==> src/rtl/line_buffer_ctrl.sv <==
// Line buffer write/read controller: rotates raster lines through NO_RAM
// memories and emits a NO_RAM+1 pixel vertical column per accepted pixel.
module line_buffer_ctrl #(
    parameter int NO_RAM = 4,
    parameter int DW     = 12,
    parameter int AW     = 11,
    parameter int IMG_W  = 1920
) (
    input  logic                     clk,
    input  logic                     rst,
    input  logic                     in_valid,
    output logic                     in_ready,
    input  logic [DW-1:0]            in_data,
    input  logic                     in_sof,
    output logic [NO_RAM-1:0]        mem_wr_en,
    output logic [NO_RAM*AW-1:0]     mem_wr_addr,
    output logic [NO_RAM*DW-1:0]     mem_wr_data,
    output logic [NO_RAM-1:0]        mem_rd_en,
    output logic [NO_RAM*AW-1:0]     mem_rd_addr,
    input  logic [NO_RAM*DW-1:0]     mem_rd_data,
    output logic                     out_valid,
    input  logic                     out_ready,
    output logic [(NO_RAM+1)*DW-1:0] out_col,
    output logic [AW-1:0]            out_x,
    output logic                     out_row_ok
);

    localparam int SW = (NO_RAM > 1) ? $clog2(NO_RAM) : 1;
    localparam int FW = $clog2(NO_RAM + 1);
    localparam logic [AW-1:0] X_LAST   = AW'(IMG_W - 1);
    localparam logic [SW-1:0] SEL_LAST = SW'(NO_RAM - 1);
    localparam logic [FW-1:0] FULL     = FW'(NO_RAM);

    typedef enum logic [1:0] {
        IDLE,
        FILL,
        RUN
    } state_t;

    state_t        state;
    logic [AW-1:0] x;
    logic [SW-1:0] wr_sel;
    logic [FW-1:0] rows_filled;
    logic [SW-1:0] col_sel;
    logic [DW-1:0] col_pix;

    logic          accept;
    logic          proc;
    logic          line_end;
    logic [AW-1:0] cur_x;
    logic [SW-1:0] cur_sel;
    logic [FW-1:0] cur_filled;
    logic [FW-1:0] next_filled;

    assign in_ready = ~out_valid | out_ready;
    assign accept   = in_valid & in_ready;
    // Pixels arriving before the first start-of-frame are simply dropped.
    assign proc     = accept & ~rst & ((state != IDLE) | in_sof);

    assign cur_x       = in_sof ? '0 : x;
    assign cur_sel     = in_sof ? '0 : wr_sel;
    assign cur_filled  = in_sof ? '0 : rows_filled;
    assign line_end    = (cur_x == X_LAST);
    assign next_filled = (cur_filled == FULL) ? FULL : cur_filled + 1'b1;

    always_comb begin
        for (int i = 0; i < NO_RAM; i++) begin
            mem_wr_en[i] = proc && (cur_sel == SW'(i));
        end
        mem_rd_en   = {NO_RAM{proc}};
        mem_wr_addr = {NO_RAM{cur_x}};
        mem_rd_addr = {NO_RAM{cur_x}};
        mem_wr_data = {NO_RAM{in_data}};
    end

    // Read data is held by the memories while rd_en is low, so the column
    // stays stable under back-pressure without a capture register.
    always_comb begin
        out_col = '0;
        if (out_valid) begin
            out_col[0 +: DW] = col_pix;
            for (int k = 1; k <= NO_RAM; k++) begin
                out_col[k*DW +: DW] =
                    mem_rd_data[((int'(col_sel) + NO_RAM - k) % NO_RAM)*DW +: DW];
            end
        end
    end

    always_ff @(posedge clk) begin
        if (rst) begin
            state       <= IDLE;
            x           <= '0;
            wr_sel      <= '0;
            rows_filled <= '0;
            out_valid   <= 1'b0;
            out_row_ok  <= 1'b0;
            out_x       <= '0;
            col_sel     <= '0;
            col_pix     <= '0;
        end else if (proc) begin
            out_valid  <= 1'b1;
            out_x      <= cur_x;
            out_row_ok <= (cur_filled >= FULL);
            col_pix    <= in_data;
            col_sel    <= cur_sel;
            if (line_end) begin
                x           <= '0;
                wr_sel      <= (cur_sel == SEL_LAST) ? '0 : cur_sel + 1'b1;
                rows_filled <= next_filled;
                state       <= (next_filled == FULL) ? RUN : FILL;
            end else begin
                x           <= cur_x + 1'b1;
                wr_sel      <= cur_sel;
                rows_filled <= cur_filled;
                state       <= (in_sof || state == IDLE) ? FILL : state;
            end
        end else if (out_ready) begin
            out_valid <= 1'b0;
        end
    end

endmodule
==> config.mk <==
export PLATFORM = sky130hd
export DESIGN_NAME = line_buffer_ctrl
export DESIGN_NICKNAME = d
export VERILOG_FILES = /design/src/rtl/line_buffer_ctrl.sv
export SDC_FILE = /design/constraint.sdc
export NUM_CORES = 1
export LEC_CHECK = 0
export BUFFER_PORTS_ARGS = -buffer_cell sky130_fd_sc_hd__buf_2
export CORE_UTILIZATION = 54
export CTS_CLUSTER_SIZE = 20
export DETAILED_ROUTE_END_ITERATION = 8
export PLACE_DENSITY = 0.95
export SLEW_MARGIN = 30
export SYNTH_ARGS = -nofsm -noshare
export SYNTH_HDL_FRONTEND = slang
export SYNTH_SLANG_ARGS = --single-unit
==> constraint.sdc <==
create_clock -name clk -period 8.3 [get_ports clk]
set_clock_uncertainty 0.15 [all_clocks]
set_input_delay 0.83 -clock clk [delete_from_list [all_inputs] [get_ports clk]]
set_output_delay 0.83 -clock clk [all_outputs]
set_load 0.01 [all_outputs]
==> out/metrics.csv, run 1 <==
metric,value,unit
io_pins,283,
synth_area,6920,µm²
yosysTopAreaCell,mux4_2,
gp_congestion,1.01,
ys_seq_area_share,13.0,%
maxCapViolations,0,
r2r-end,rows_filled[2],
critPathKind,reg2out,
synth.distinct_cells,62,
routed_via_density,6.47,
clk_pin_slew_worst_paths,0.06,ns
grt_pass1_vias,6348,
fin_nets,1019,
clkLatencyLatePin,0.29,ns
num_vias,7199,
coreArea,12300,µm²
fillers,1050,
slew_viol_final,0,
rsz0062_at_grt,no,
avgSynthCellArea,8.14,µm²
arrival,4.45,ns
whs_endpoint,col_pix[6],
die_y,115,µm
synthFlopType,dfxtp_1,
setup_violations,0,
worst_path_largest_cell_delay,1.02,ns
netlist_instances,850,
synth_edf_count,0,
root_buffer,clkbuf_16,
synthTopCellsByArea,"mux4_2 17%, buf_4 15%, dfxtp_1 13%",
r2r-start,x[0],
status,completed,
cp_top_family,buffers and inverters,
row_count,40,
syn_to_final_growth,7.09,%
worstPathMaxFanout,60,
grt_overflow,0,
min-delay-start,col_pix[6],
antenna_found_initial,0,
drtIter0Drc,1075,
yosys_warnings,0,
cts_setup_buffers,0,
synth_top_area_share,16.9,%
insertedDiodeCount,0,
cts_hold_buf,0,
grt_pass1_wl,32300,µm
hpwl,14900,µm
final_hold_viol_count,0,
initial_core_util,56.4,%
fp.dieW,115,µm
first_pass_iters,6,
cp_num_buf_inv,3,
avgRoutedWirePerCell,19.2,µm
cts_made_buffers,5,
slowest_stage,ha_4,
total_power,0.623,mW
drive_gt1_share,39.0,%
fin_tns_setup,0,ns
rr_worst_depth,6,
route.detailed.drc,0,
crit_chain,"inv_2, ha_4, buf_4, nor2b_2, a22oi_1, a21oi_1, nor3_1, buf_2",
cts_sinks,45,
ys_ff_latch,45,
peakVddDrop,0.146,mV
async_flop_share,0,%
yosysMostFrequentCell,buf_4,
synth_common_cells,"140 x buf_4, 115 x nand2_1, 84 x mux2i_1",
cp-end-kind,output pin,
holdPathStages,2,
ant_nets,0,
hp-class,reg2reg,
htree_levels,2,
p_leak,3.39,nW
grt_use_total,30.9,%
tightest_slew,1.01,ns
max_freq,184,MHz
grt_max_degree,66,
fin_crit,5.43,ns
cp.required,7.32,ns
cts-resized-gates,0,
port_buffers,282,
cp-start-kind,flop,
p_per_area,84.2,nW/µm²
slew_headroom,32.4,%
clockBufferDepth,2,
cts_tree,done,
layout_worst_path_cycle_share,65.5,%
rrSetupSlack,5.31,ns
syn_nets,926,
wl,21400,µm
die_area,13300,µm²
flip-flops by register name (all words and copies together), names as in the netlist:
signal	flops
rows_filled	3
out_valid	1
col_pix	12
out_row_ok	1
x	11
wr_sel	2
col_sel	2
state	2
out_x	11
worst min-delay path, stage by stage, from the launching register on:
cell	delay (ns)
dfxtp_1	0.30
nand3_1	0.06
nand2_1	0.04
how the worst max path moves through the flow:
stage | startpoint | endpoint | slack, ns | cells after the start
5_1_grt | col_sel[0] | out_col[48] | 2.68 | 8
3_3_place_gp | col_sel[0] | out_col[48] | 3.14 | 8
3_5_place_dp | col_sel[0] | out_col[43] | 3.33 | 8
4_1_cts | col_sel[0] | out_col[43] | 3.01 | 8
6_report | col_sel[0] | out_col[48] | 2.87 | 8
2_1_floorplan | col_sel[0] | out_col[41] | 4.65 | 12
per-layer routing:
layer	GRT usage, %	routed length, µm	vias to the layer above
met5	0	0	-
met4	16.1	960	0
met3	7.12	2760	112
met2	51.4	10200	634
li1	-	-	3152
met1	37.2	7480	3301
metrics by stage:
stage | hold slack [ns] | util, % | cells | cell area [µm²] | worst slack [ns]
6_report | 0.298 | 60.4 | 1112 | 7410 | 2.87
5_1_grt | 0.321 | 60.4 | 1112 | 7410 | 2.68
4_1_cts | 0.302 | 60.4 | 1112 | 7400 | 3.01
3_5_place_dp | 0.291 | 59.1 | 1104 | 7250 | 3.33
3_3_place_gp | 0.288 | 59.1 | 1104 | 7250 | 3.14
2_1_floorplan | 0.279 | - | 850 | 6920 | 4.65
logic make-up after synthesis:
family,share of synthesized area [%]
XOR/XNOR,0.380
AND/OR/NAND/NOR,17.3
buffers and inverters,20.5
multiplexers,30.6
flip-flops,13.0
adder cells (fa/ha/maj),1.99
AO/OA/AOI/OAI,16.2
cell type report:
type | count | area (µm²) | area share (%)
Multi-Input combinational cell | 584 | 4620 | 62.3
Timing Repair Buffer | 286 | 1440 | 19.5
Sequential cell | 45 | 905 | 12.2
Tap cell | 168 | 210 | 2.84
Clock buffer | 6 | 139 | 1.87
Inverter | 21 | 78.8 | 1.06
Clock inverter | 2 | 17.5 | 0.236
cells in the final DEF (no fill, tap or decap), types with 6 or more instances in the layout:
| master | n |
|---|---|
| o21ai_0 | 17 |
| mux2_2 | 9 |
| nand3_1 | 26 |
| nand2_1 | 115 |
| mux2i_1 | 84 |
| inv_1 | 17 |
| o22ai_1 | 23 |
| or3_1 | 7 |
| ha_1 | 10 |
| nor2b_1 | 14 |
| dfxtp_1 | 44 |
| buf_2 | 282 |
| a32oi_1 | 6 |
| and2_1 | 22 |
| nor2_1 | 34 |
| a22oi_1 | 16 |
| o211ai_1 | 6 |
| mux4_2 | 52 |
| a21oi_1 | 60 |
| a31oi_1 | 15 |
where the power goes:
group	switching [mW]	total, mW	internal [mW]
logic	0.112	0.187	0.0750
clock network	0.0884	0.210	0.121
registers	0.00562	0.227	0.221
Power figures use the tool's default switching activity.
==> inputs of run 2 (changes only) <==
--- a/config.mk
+++ b/config.mk
@@ -5,11 +5,12 @@
 export SDC_FILE = /design/constraint.sdc
 export NUM_CORES = 1
 export LEC_CHECK = 0
+export ABC_AREA = 1
 export BUFFER_PORTS_ARGS = -buffer_cell sky130_fd_sc_hd__buf_2
-export CORE_UTILIZATION = 54
+export CORE_UTILIZATION = 50
 export CTS_CLUSTER_SIZE = 20
 export DETAILED_ROUTE_END_ITERATION = 8
-export PLACE_DENSITY = 0.95
+export PLACE_DENSITY = 0.93
 export SLEW_MARGIN = 30
 export SYNTH_ARGS = -nofsm -noshare
 export SYNTH_HDL_FRONTEND = slang
==> constraint.sdc (replaced) <==
create_clock -name clk -period 5.2 [get_ports clk]
set_clock_uncertainty 0.15 [all_clocks]
set_input_delay 0.52 -clock clk [delete_from_list [all_inputs] [get_ports clk]]
set_output_delay 0.52 -clock clk [all_outputs]
set_load 0.01 [all_outputs]
==> out/metrics.csv, run 2 <==
metric,value,unit,change
route.detailed.drc,0,,unchanged
htree_levels,2,,unchanged
yosysMostFrequentCell,nand2_1,,
final_hold_viol_count,0,,unchanged
clk_pin_slew_worst_paths,0.07,ns,about the same
fin_nets,1381,,+36%
fin_hold_ws,0.312,ns,+0.0138 ns
regMostFlops,col_pix,,
grt_use_total,31.0,%,+0.12 points
rr_worst_depth,10,,+4
rrSetupSlack,2.44,ns,-2.87 ns
cp.required,4.53,ns,-2.79 ns
netlist_instances,1205,,+42%
grt_pass1_wl,33500,µm,+3.6%
cp_num_buf_inv,3,,unchanged
critPathKind,reg2out,,
drive_gt1_share,26.1,%,-13 points
whs_endpoint,col_pix[7],,
slowest_stage,nor2_1,,
seqCellArea,902,µm²,-0.28%
ant_nets,0,,unchanged
crit_start,col_sel[0],,
syn_to_final_growth,8.11,%,
clockPowerShare,22.9,%,-11 points
grt_overflow,0,,unchanged
routed_via_density,5.55,,-14%
multi_input_area,3990,µm²,-13%
die_area,13700,µm²,+3.3%
p_int,0.763,mW,+83%
p_switching,0.615,mW,+200%
syn_nets,1281,,+38%
r2r-end,state[1],,
hpwl,16200,µm,+8.4%
min-delay-start,in_data[7],,
hp-class,in2reg,,
rsz0062_at_grt,no,,
async_flop_share,0,%,unchanged
gp_congestion,0.964,,-4.2%
r2r-start,x[0],,
cts-resized-gates,0,,unchanged
initial_core_util,51.8,%,-4.6 points
wl,21800,µm,+2.1%
setup_violations,0,,unchanged
cts_setup_buffers,0,,unchanged
io_pins,283,,unchanged
num_vias,8190,,+14%
pwr-share-comb,50.2,%,+20 points
port_buffers,282,,unchanged
synth_common_cells,"366 x nand2_1, 182 x nand3_1, 140 x buf_4",,
coreArea,12800,µm²,+4.2%
grt_pass1_vias,6884,,+8.4%
avgSynthCellArea,5.49,µm²,-32%
fin_crit,4.06,ns,
synth.distinct_cells,33,,-47%
slew_headroom,37.8,%,+5.3 points
synthFlopType,dfxtp_1,,
max_freq,246,MHz,
maxCapViolations,0,,unchanged
ys_seq_area_share,13.6,%,+0.58 points
synth_area,6620,µm²,-4.3%
largestRegisters,"col_pix: 12 flops, out_x: 11 flops, x: 11 flops",,
row_count,41,,+2.5%
cts_tree,done,,
final_cell_mix,"366 x nand2_1, 282 x buf_2, 182 x nand3_1",,
avgRoutedWirePerCell,14.8,µm,-23%
switching_share,44.7,%,+12 points
synthTopCellsByArea,"nand2_1 21%, buf_4 16%, nand3_1 14%",,
antenna_found_initial,0,,unchanged
p_leak,4.21,nW,+24%
seqPwrFrac,26.9,%,-9.5 points
layout_worst_path_cycle_share,78.1,%,
synth_top_area_share,20.8,%,+3.8 points
ys_ff_latch,45,,unchanged
slew_viol_final,0,,unchanged
first_pass_iters,6,,unchanged
fin_tns_setup,0,ns,unchanged
fp.dieW,117,µm,+1.6%
peakVddDrop,0.172,mV,+18%
final_common_cell,nand2_1,,
clockBufferDepth,2,,unchanged
arrival,3.39,ns,-1.06 ns
tightest_slew,0.930,ns,-0.0797 ns
grt_max_degree,88,,+33%
clkLatencyLatePin,0.29,ns,about the same
die_y,117,µm,+1.6%
worst_path_largest_cell_delay,0.65,ns,-0.37 ns
cts_sinks,45,,unchanged
cp_top_family,buffers and inverters,,
worstPathMaxFanout,87,,+45%
yosysTopAreaCell,nand2_1,,
root_buffer,clkbuf_16,,
p_per_area,193,nW/µm²,+130%
insertedDiodeCount,0,,unchanged
crit_chain,"buf_4, ha_1, inv_2, nor2_1, o211ai_1, a21oi_1, buf_2",,
total_power,1.38,mW,+120%
yosys_warnings,0,,unchanged
cts_made_buffers,5,,unchanged
status,completed,,
fillers,1288,,+23%
cp-end-kind,output pin,,
holdPathStages,3,,+1
cts_hold_buf,0,,unchanged
largest_register_ffs,12,,unchanged
cp-start-kind,flop,,
synth_edf_count,0,,unchanged
drtIter0Drc,1434,,+33%
## run 2: worst max path at each step
stage | endpoint | slack (ns) | cells past startpoint
finish | out_col[52] | 1.14 | 7
global route | out_col[54] | 0.86 | 7
CTS | out_col[58] | 1.17 | 7
detailed placement | out_col[58] | 1.48 | 7
global placement | out_col[53] | 1.56 | 7
floorplan | out_col[18] | 2.37 | 13
## run 2: stage by stage
| step | util, % | cells | setup slack (ns) | instance area, µm² |
|---|---|---|---|---|
| floorplan | - | 1205 | 2.37 | 6620 |
| global placement | 54.9 | 1470 | 1.56 | 7020 |
| detailed placement | 54.9 | 1470 | 1.48 | 7020 |
| CTS | 56.0 | 1477 | 1.17 | 7160 |
| global route | 56.0 | 1477 | 0.863 | 7160 |
| finish | 56.0 | 1477 | 1.14 | 7160 |
## run 2: cell type report
type	instances	area share, %
well taps	172	3.01
clock inverters	2	0.227
repair buffers	295	21.1
multi-input cells	853	55.8
inverters	105	5.54
flip-flops and latches	45	12.6
clock buffers	5	1.75
## run 2: logic make-up (layout without fill, tap and decap cells)
| family | after synthesis | count (layout) | share of synthesized area, % |
|---|---|---|---|
| buffers and inverters | 307 | 407 | 26.1 |
| flip-flops | 45 | 45 | 13.6 |
| adder cells (fa/ha/maj) | 11 | 11 | 2.08 |
| AO/OA/AOI/OAI | 193 | 193 | 15.7 |
| XOR/XNOR | 1 | 1 | 0.132 |
| AND/OR/NAND/NOR | 648 | 648 | 42.4 |
## run 2: layer usage
metal	wire length, µm	track usage (%)	vias up
li1	-	-	3962
met1	8660	40.2	3572
met2	10000	51.6	595
met3	2420	4.02	61
met4	702	13.5	0
met5	0	0	-
## run 2: worst register-to-register path, delay by kind of cell (launching register included)
family | cells | cell delay, ns
buffers and inverters | 2 | 0.15
AND/OR/NAND/NOR | 7 | 1.62
adder cells (fa/ha/maj) | 1 | 0.41
flip-flops | 1 | 0.33
## run 2: power by group through the flow
| stage | Sequential, mW | Clock, mW | Combinational [mW] |
|---|---|---|---|
| detailed placement | 0.379 | 0 | 0.671 |
| global route | 0.373 | 0.334 | 0.768 |
| finish | 0.371 | 0.315 | 0.691 |
| CTS | 0.371 | 0.321 | 0.674 |
| floorplan | 0.381 | 0 | 0.503 |
| global placement | 0.378 | 0 | 0.666 |
